===== src/rtl/acc_input_framer.sv =====
// acc_input_framer
// Packs a serial stream of signed 8-bit samples into 4-lane vectors (X1 is the
// first sample of a vector). Complete vectors are queued in a DEPTH-entry
// FIFO whose head is presented to the accelerator. din_last closes a
// vector early, and the unused upper lanes are zero-filled.
//
// Ports
//   clk        in   rising-edge clock
//   arst       in   asynchronous active-high reset
//   din        in   signed sample
//   din_valid  in   producer has a sample on din
//   din_last   in   din is the final sample of a frame (forces vector close)
//   din_ready  out  framer accepts din this cycle (FIFO not full)
//   X1..X4     out  signed head vector
//   valid_out  out  head vector present (FIFO not empty)
//   ready_in   in   accelerator accepts the head vector
//   level      out  number of complete vectors stored, 0..DEPTH
module acc_input_framer #(
   parameter int DEPTH = 4,
   parameter int LW    = $clog2(DEPTH) + 1
) (
   input  logic                clk,
   input  logic                arst,
   input  logic signed [7:0]   din,
   input  logic                din_valid,
   input  logic                din_last,
   output logic                din_ready,
   output logic signed [7:0]   X1,
   output logic signed [7:0]   X2,
   output logic signed [7:0]   X3,
   output logic signed [7:0]   X4,
   output logic                valid_out,
   input  logic                ready_in,
   output logic [LW-1:0]       level
);

   localparam int PW = $clog2(DEPTH);

   typedef enum logic [1:0] {L0, L1, L2, L3} lane_e;

   lane_e              state_q;
   logic signed [7:0]  lane_q [4];
   logic [31:0]        mem_q [DEPTH];
   logic [PW-1:0]      wr_ptr_q;
   logic [PW-1:0]      rd_ptr_q;
   logic [LW-1:0]      level_q;
   logic [LW-1:0]      level_d;
   logic [31:0]        last_q;
   logic [31:0]        vec_d;
   logic [31:0]        head;
   logic               accept;
   logic               push;
   logic               pop;

   // Ready/valid come from the registered level only, so there is no
   // combinational path from ready_in to din_ready.
   assign din_ready = (level_q != LW'(DEPTH));
   assign valid_out = (level_q != '0);
   assign accept    = din_valid && din_ready;
   assign push      = accept && (din_last || (state_q == L3));
   assign pop       = valid_out && ready_in;
   assign level_d   = level_q + LW'(push) - LW'(pop);
   assign level     = level_q;

   // Vector being closed: earlier lanes from the lane registers, the current
   // lane from din, later lanes forced to zero for a din_last close.
   always_comb begin
      vec_d = '0;
      for (int i = 0; i < 4; i++) begin
         if (i < int'(state_q)) begin
            vec_d[8*i +: 8] = lane_q[i];
         end else if (i == int'(state_q)) begin
            vec_d[8*i +: 8] = din;
         end else begin
            vec_d[8*i +: 8] = 8'h00;
         end
      end
   end

   // Assembly FSM: state is the lane index of the next sample.
   always_ff @(posedge clk or posedge arst) begin
      if (arst) begin
         state_q <= L0;
         for (int i = 0; i < 4; i++) lane_q[i] <= '0;
      end else if (accept) begin
         if (push) begin
            // Clear lanes so a later padded vector never picks up stale data.
            state_q <= L0;
            for (int i = 0; i < 4; i++) lane_q[i] <= '0;
         end else begin
            lane_q[state_q] <= din;
            case (state_q)
               L0:      state_q <= L1;
               L1:      state_q <= L2;
               default: state_q <= L3;
            endcase
         end
      end
   end

   // FIFO storage (data only, no reset needed).
   always_ff @(posedge clk) begin
      if (push) mem_q[wr_ptr_q] <= vec_d;
   end

   // FIFO control. Pointers wrap naturally because DEPTH is a power of two.
   always_ff @(posedge clk or posedge arst) begin
      if (arst) begin
         wr_ptr_q <= '0;
         rd_ptr_q <= '0;
         level_q  <= '0;
         last_q   <= '0;
      end else begin
         if (push) wr_ptr_q <= wr_ptr_q + PW'(1);
         if (pop) begin
            rd_ptr_q <= rd_ptr_q + PW'(1);
            last_q   <= mem_q[rd_ptr_q];
         end
         level_q <= level_d;
      end
   end

   // When empty the outputs hold the most recently popped vector.
   assign head = valid_out ? mem_q[rd_ptr_q] : last_q;
   assign X1   = head[7:0];
   assign X2   = head[15:8];
   assign X3   = head[23:16];
   assign X4   = head[31:24];

endmodule


===== config.mk =====
export PLATFORM = sky130hd
export DESIGN_NAME = acc_input_framer
export DESIGN_NICKNAME = d
export VERILOG_FILES = /design/src/rtl/acc_input_framer.sv
export SDC_FILE = /design/constraint.sdc
export NUM_CORES = 1
export LEC_CHECK = 0
export BUFFER_PORTS_ARGS = -buffer_cell sky130_fd_sc_hd__buf_4
export CAP_MARGIN = 20
export CORE_AREA = 2 2 127 129
export CTS_BUF_LIST = sky130_fd_sc_hd__clkbuf_16
export DETAILED_ROUTE_END_ITERATION = 12
export DIE_AREA = 0 0 129 131
export PLACE_DENSITY = 0.72
export SYNTH_ARGS = -nofsm -noshare
export SYNTH_HDL_FRONTEND = slang
export SYNTH_SLANG_ARGS = --single-unit

===== constraint.sdc =====
create_clock -name clk -period 6.9 [get_ports clk]
set_input_delay 1.725 -clock clk [delete_from_list [all_inputs] [get_ports clk]]
set_output_delay 1.725 -clock clk [all_outputs]
set_load 0.05 [all_outputs]

==> metrics.txt, run 1 <==
r2r endpoint level[2]; Warnings, synthesis 0; commonest cells after routing, fill and taps aside edfxtp_1, mux2_2, dfrtp_1; Clk pwr share 19.6%; placed cell area 0.00886 mm²; Worst-Margin Slew 0.939 ns; power per cell area 503 mW/mm²; DRC violations left 0; metal2 WL 7920 µm; fmax 235 MHz; Leak Pwr 3.50 nW; Initial Util 53.9%; grt ovf 0; final setup fails 0; Placed Cells 726; commonest non-fill, non-tap cell in the layout edfxtp_1; final core utilization 60.5%; post-detail-place hpwl 9230 µm; max incr delay on CP 0.74 ns; fin crit period 4.26 ns; Comb pwr share 44.1%; ant diodes 0; post-synthesis sequential area ratio 65.1%; fin crit share 61.8%; vias in the first global route 4,627; critical-path cell list buf_12 > mux4_1 > mux2_1 > buf_4; Top delay family on crit path multiplexers; CP bufs+invs 2; M1 WL 6820 µm; Reg2Reg Setup Slack 3.86 ns; Row Count 46; CP required 5.18 ns; Port Buffers 49; Internal Pwr Total 2.93 mW; Layout Cells excl Fill 759; Levels on crit path 4; CTS buffer count 17; largest net degree at the start of global routing 66; initial antenna violation count 0; critical path type reg2out; area growth from synthesis to layout 12.2%; final setup TNS 0 ns; RSZ-0062 raised after global routing no; Final Slew Violations 0; die width 129 µm; die area 0.0169 mm²; # IOs 50; CTS tree done; global-route total usage across every layer 20.1%; Sequential Power Share 36.3%; total power 4.74 mW; Peak VDD IR 300 µV; Mapped Avg Cell Area 17.1 µm²; post-route setup slack 2.64 ns; WL met3 622 µm; vias 4,462; register area 0.00547 mm²; height of the die 131 µm; Rel. slew slack 37.4%; Post-Syn Area 0.00840 mm²; H-tree Lvls 4; first-pass GRT wire length 25,200 µm; crit end category output port; Post-CTS Hold Buffers 0; drt wl/cell 20.6 µm; switching power 1.81 mW; final estimated routing congestion in global placement 0.769; Routed WL 15,600 µm; status finished clean; Initial DRC Count 400; worst skew pair latency 0.43 ns; share of cells above drive strength 1 37.4%; CP arrival 2.54 ns; topmost layer with routed signal wires met4; Hold Fails Final Rpt 0; Min Hold Slack 0.500 ns; fillers 1,176; Max Cap Violations 0; Clock Skew 0.00930 ns; Worst Setup Start Kind flip-flop; DRT Pass-1 Iters 4; design area 0.00943 mm²; Root Driver clkbuf_16; Multi-input gate area 0.00266 mm²; Crit. Startpoint rd_ptr_q[0]; core box area 0.0156 mm²; number of synthesized register bits 193; Via-to-Cell Ratio 5.88; R2R Path Start level[1]; NumNets Final 549; Worst Reg-to-Reg Cells 8; crit path to X4[6]; Max FO, Critical Path 18; Sw Share 38.2%; syn nets 509; cell count after synthesis 490; # Post-CTS Setup Buffers 0; Place WS 2.77 ns; clock-pin slew on the worst setup and hold paths 0.06 ns; Clock Tree Buf Depth 2; Final ANT Viol Nets 0; Cell variety after synth 40; Num Clock Sinks 193; PostCTS Resize Cnt 0; highest-delay cell along the critical path dfrtp_2; worst min-delay path category reg2reg
==> power by group through the flow <==
stage / registers [mW] / logic [mW] / clock network [mW]
final: 1.72 / 2.09 / 0.931
after global routing: 1.75 / 2.23 / 0.986
after detailed placement: 1.75 / 2.11 / 0
after CTS: 1.72 / 2.12 / 0.945
after floorplan: 1.71 / 1.66 / 0
after global placement: 1.75 / 2.02 / 0
==> synthesized netlist by cell type, drive strengths merged <==
cell type | instances | area share [%]
a21o | 1 | 0.089
a21oi | 1 | 0.060
a221o | 7 | 0.83
a22o | 8 | 0.83
a31o | 7 | 0.73
and2 | 4 | 0.30
and3 | 8 | 0.60
buf | 29 | 2.7
clkbuf | 7 | 0.31
dfrtp | 65 | 19
edfxtp | 128 | 46
fa | 1 | 0.24
ha | 5 | 0.74
inv | 7 | 0.31
mux2 | 73 | 9.8
mux2i | 8 | 0.95
mux4 | 32 | 8.8
nand2 | 19 | 1.1
nand2b | 1 | 0.074
nand3 | 1 | 0.060
nand4 | 8 | 0.60
nor2 | 4 | 0.21
nor2b | 12 | 0.89
nor3 | 2 | 0.24
nor3b | 8 | 0.71
o21ai | 11 | 0.66
o311ai | 1 | 0.10
o31a | 8 | 0.83
o31ai | 17 | 1.5
or3 | 1 | 0.074
xnor2 | 6 | 0.63
==> layout make-up <==
| class | instances | share of cell area, % |
|---|---|---|
| clock buffers | 17 | 4.51 |
| flip-flops and latches | 193 | 58.0 |
| inverters | 7 | 0.279 |
| multi-input cells | 254 | 28.3 |
| clock inverters | 15 | 1.35 |
| well taps | 216 | 2.87 |
| repair buffers | 57 | 4.71 |
==> state kept, by name, indices dropped and copies added, names as in the netlist <==
register	flops
state_q	2
rd_ptr_q	2
wr_ptr_q	2
mem_q	128
last_q	32
level	3
lane_q	24
==> worst min-delay path by stage <==
stage / startpoint / to / slack (ns) / cells after the start
2_1_floorplan: lane_q[16] / lane_q[16] / 0.47 / 2
3_3_place_gp: last_q[13] / last_q[13] / 0.48 / 1
3_5_place_dp: last_q[16] / last_q[16] / 0.49 / 1
4_1_cts: last_q[16] / last_q[16] / 0.50 / 1
5_1_grt: last_q[28] / last_q[28] / 0.52 / 1
6_report: last_q[30] / last_q[30] / 0.50 / 1
==> logic make-up after synthesis <==
logic type | Yosys count | share of synthesized area (%)
flip-flops | 193 | 65.1
buffers and inverters | 43 | 3.32
multiplexers | 113 | 19.5
AND/OR/NAND/NOR | 68 | 4.82
XOR/XNOR | 6 | 0.625
adder cells (fa/ha/maj) | 6 | 0.983
AO/OA/AOI/OAI | 61 | 5.66
==> metal layers <==
layer | global-route usage (%) | up-vias
met5 | 0 | -
met4 | 8.76 | 0
met3 | 4.15 | 20
met2 | 32.8 | 94
met1 | 26.6 | 2338
li1 | - | 2010
Note: power is estimated with default switching activity, not from simulation.
==> run 2: changes to the inputs <==
Settings changed: PLACE_DENSITY 0.72 to 0.75.
Clock period 6.9 ns to 3.6 ns, I/O delays scaled along.
==> run 2 against run 1 <==
Critical path depth fell by 1. Count of clock-buffer cells in the layout unchanged. Sequential power increased by 90%. Non-clock buffer count rose by 7. Wire length is 2.0% higher. Sequential cell count stayed put. Die area unchanged. Via count is 1.9% higher. Critical path type unchanged. Largest power group unchanged.
==> metrics.txt, run 2 (synthesis results as in run 1) <==
status finished clean; Rel. slew slack 33.8% (-3.6 points); highest-delay cell along the critical path or3_2; commonest non-fill, non-tap cell in the layout edfxtp_1; fmax 296 MHz; final estimated routing congestion in global placement 0.791 (+2.9%); crit end category output port; post-detail-place hpwl 9910 µm (+7.3%); Final Slew Violations 0 (unchanged); critical-path cell list or3_2 > mux2_1 > buf_4; final setup TNS 0 ns (unchanged); Post-CTS Hold Buffers 0 (unchanged); largest registers mem_q: 128 flops, last_q: 32 flops, lane_q: 24 flops; RSZ-0062 raised after global routing no; vias in the first global route 4,549 (-1.7%); Max FO, Critical Path 35 (+17); power per cell area 965 mW/mm² (+92%); fillers 1,119 (-4.8%); Max Cap Violations 0 (unchanged); # Post-CTS Setup Buffers 0 (unchanged); clock-pin slew on the worst setup and hold paths 0.06 ns (about the same); CP arrival 2.48 ns (-0.06 ns); CTS buffer count 17 (unchanged); fin crit share 93.8%; metal2 WL 8100 µm (+2.3%); # IOs 50 (unchanged); Root Driver clkbuf_16; Initial DRC Count 467 (+17%); max incr delay on CP 0.91 ns (+0.17 ns); Via-to-Cell Ratio 5.93 (+0.95%); Reg2Reg Setup Slack 0.78 ns (-3.08 ns); height of the die 131 µm (unchanged); worst skew pair latency 0.42 ns (about the same); drt wl/cell 20.8 µm (+1.1%); ant diodes 0 (unchanged); WL met3 781 µm (+26%); Placed Cells 734 (+1.1%); Worst Reg-to-Reg Cells 8 (unchanged); Peak VDD IR 893 µV (+200%); area growth from synthesis to layout 13.4%; topmost layer with routed signal wires met4; commonest cells after routing, fill and taps aside edfxtp_1, mux2_2, dfrtp_1; DRC violations left 0 (unchanged); critical path type reg2out; r2r endpoint level[2]; die area 0.0169 mm² (unchanged); Clock Skew 0.00666 ns (-0.00264 ns); global-route total usage across every layer 20.4% (+0.24 points); final setup fails 0 (unchanged); Layout Cells excl Fill 766 (+0.92%); Clock Tree Buf Depth 2 (unchanged); PostCTS Resize Cnt 0 (unchanged); NumNets Final 556 (+1.3%); grt ovf 0 (unchanged); die width 129 µm (unchanged); Leak Pwr 3.57 nW (+2.0%); vias 4,546 (+1.9%); R2R Path Start level[1]; Port Buffers 49 (unchanged); Initial Util 53.9% (unchanged); first-pass GRT wire length 25,400 µm (+1.0%); fin crit period 3.38 ns; initial antenna violation count 0 (unchanged); Hold Fails Final Rpt 0 (unchanged); H-tree Lvls 4 (unchanged); max reg flops 128 (unchanged); CP required 2.70 ns (-2.48 ns); Final ANT Viol Nets 0 (unchanged); core box area 0.0156 mm² (unchanged); CP bufs+invs 1 (-1); CTS tree done; largest net degree at the start of global routing 48 (-27%); Routed WL 15,900 µm (+2.0%); worst min-delay path category in2async; Worst-Margin Slew 0.993 ns (+0.0536 ns); Num Clock Sinks 193 (unchanged); Row Count 46 (unchanged); Worst Setup Start Kind flip-flop; share of cells above drive strength 1 37.8% (+0.43 points); DRT Pass-1 Iters 5 (+1); M1 WL 6870 µm (+0.85%); Top delay family on crit path simple AND/OR/NAND/NOR gates; Top reg by flops mem_q
## run 2: worst max path at each step
stage / start / cells past startpoint / to / slack (ns)
6_report: level[1] / 3 / X4[6] / 0.22
3_5_place_dp: din_valid / 9 / level[2] / 0.55
4_1_cts: level[1] / 3 / X4[6] / 0.20
3_3_place_gp: din_valid / 9 / level[2] / 0.70
2_1_floorplan: level[1] / 4 / X4[6] / 0.83
5_1_grt: level[1] / 3 / X4[6] / 0.14
## run 2: final cells by class
cell class              count  area, µm²  share of cell area (%)
multi-input cells         254       2660                    27.9
flip-flops and latches    193       5470                    57.4
clock inverters            15        154                    1.62
clock buffers              17        425                    4.47
well taps                 216        270                    2.84
repair buffers             64        518                    5.44
inverters                   7       26.3                   0.276
## run 2: routing by layer
metal  vias up  global-route usage [%]
met5         -                       0
met3        12                    4.36
li1       2023                       -
met4         0                    5.75
met1      2385                    28.0
met2       126                    33.5
## run 2: power breakdown
part / leakage, nW / switching, mW / internal (mW)
Sequential: 1.99 / 0.246 / 3.02
Combinational: 1.28 / 2.47 / 1.61
Clock: 0.295 / 0.760 / 1.08
## run 2: per-stage QoR
step                hold WS, ns  power (mW)  worst slack, ns  cell area [µm²]  utilization, %
CTS                       0.500        9.27            0.204             9530            61.1
finish                    0.494        9.19            0.224             9530            61.1
global placement          0.481        7.30            0.703             8950            57.4
detailed placement        0.485        7.43            0.548             8950            57.4
floorplan                 0.469        6.46            0.828             8400               -
global route              0.510        9.66            0.142             9530            61.1
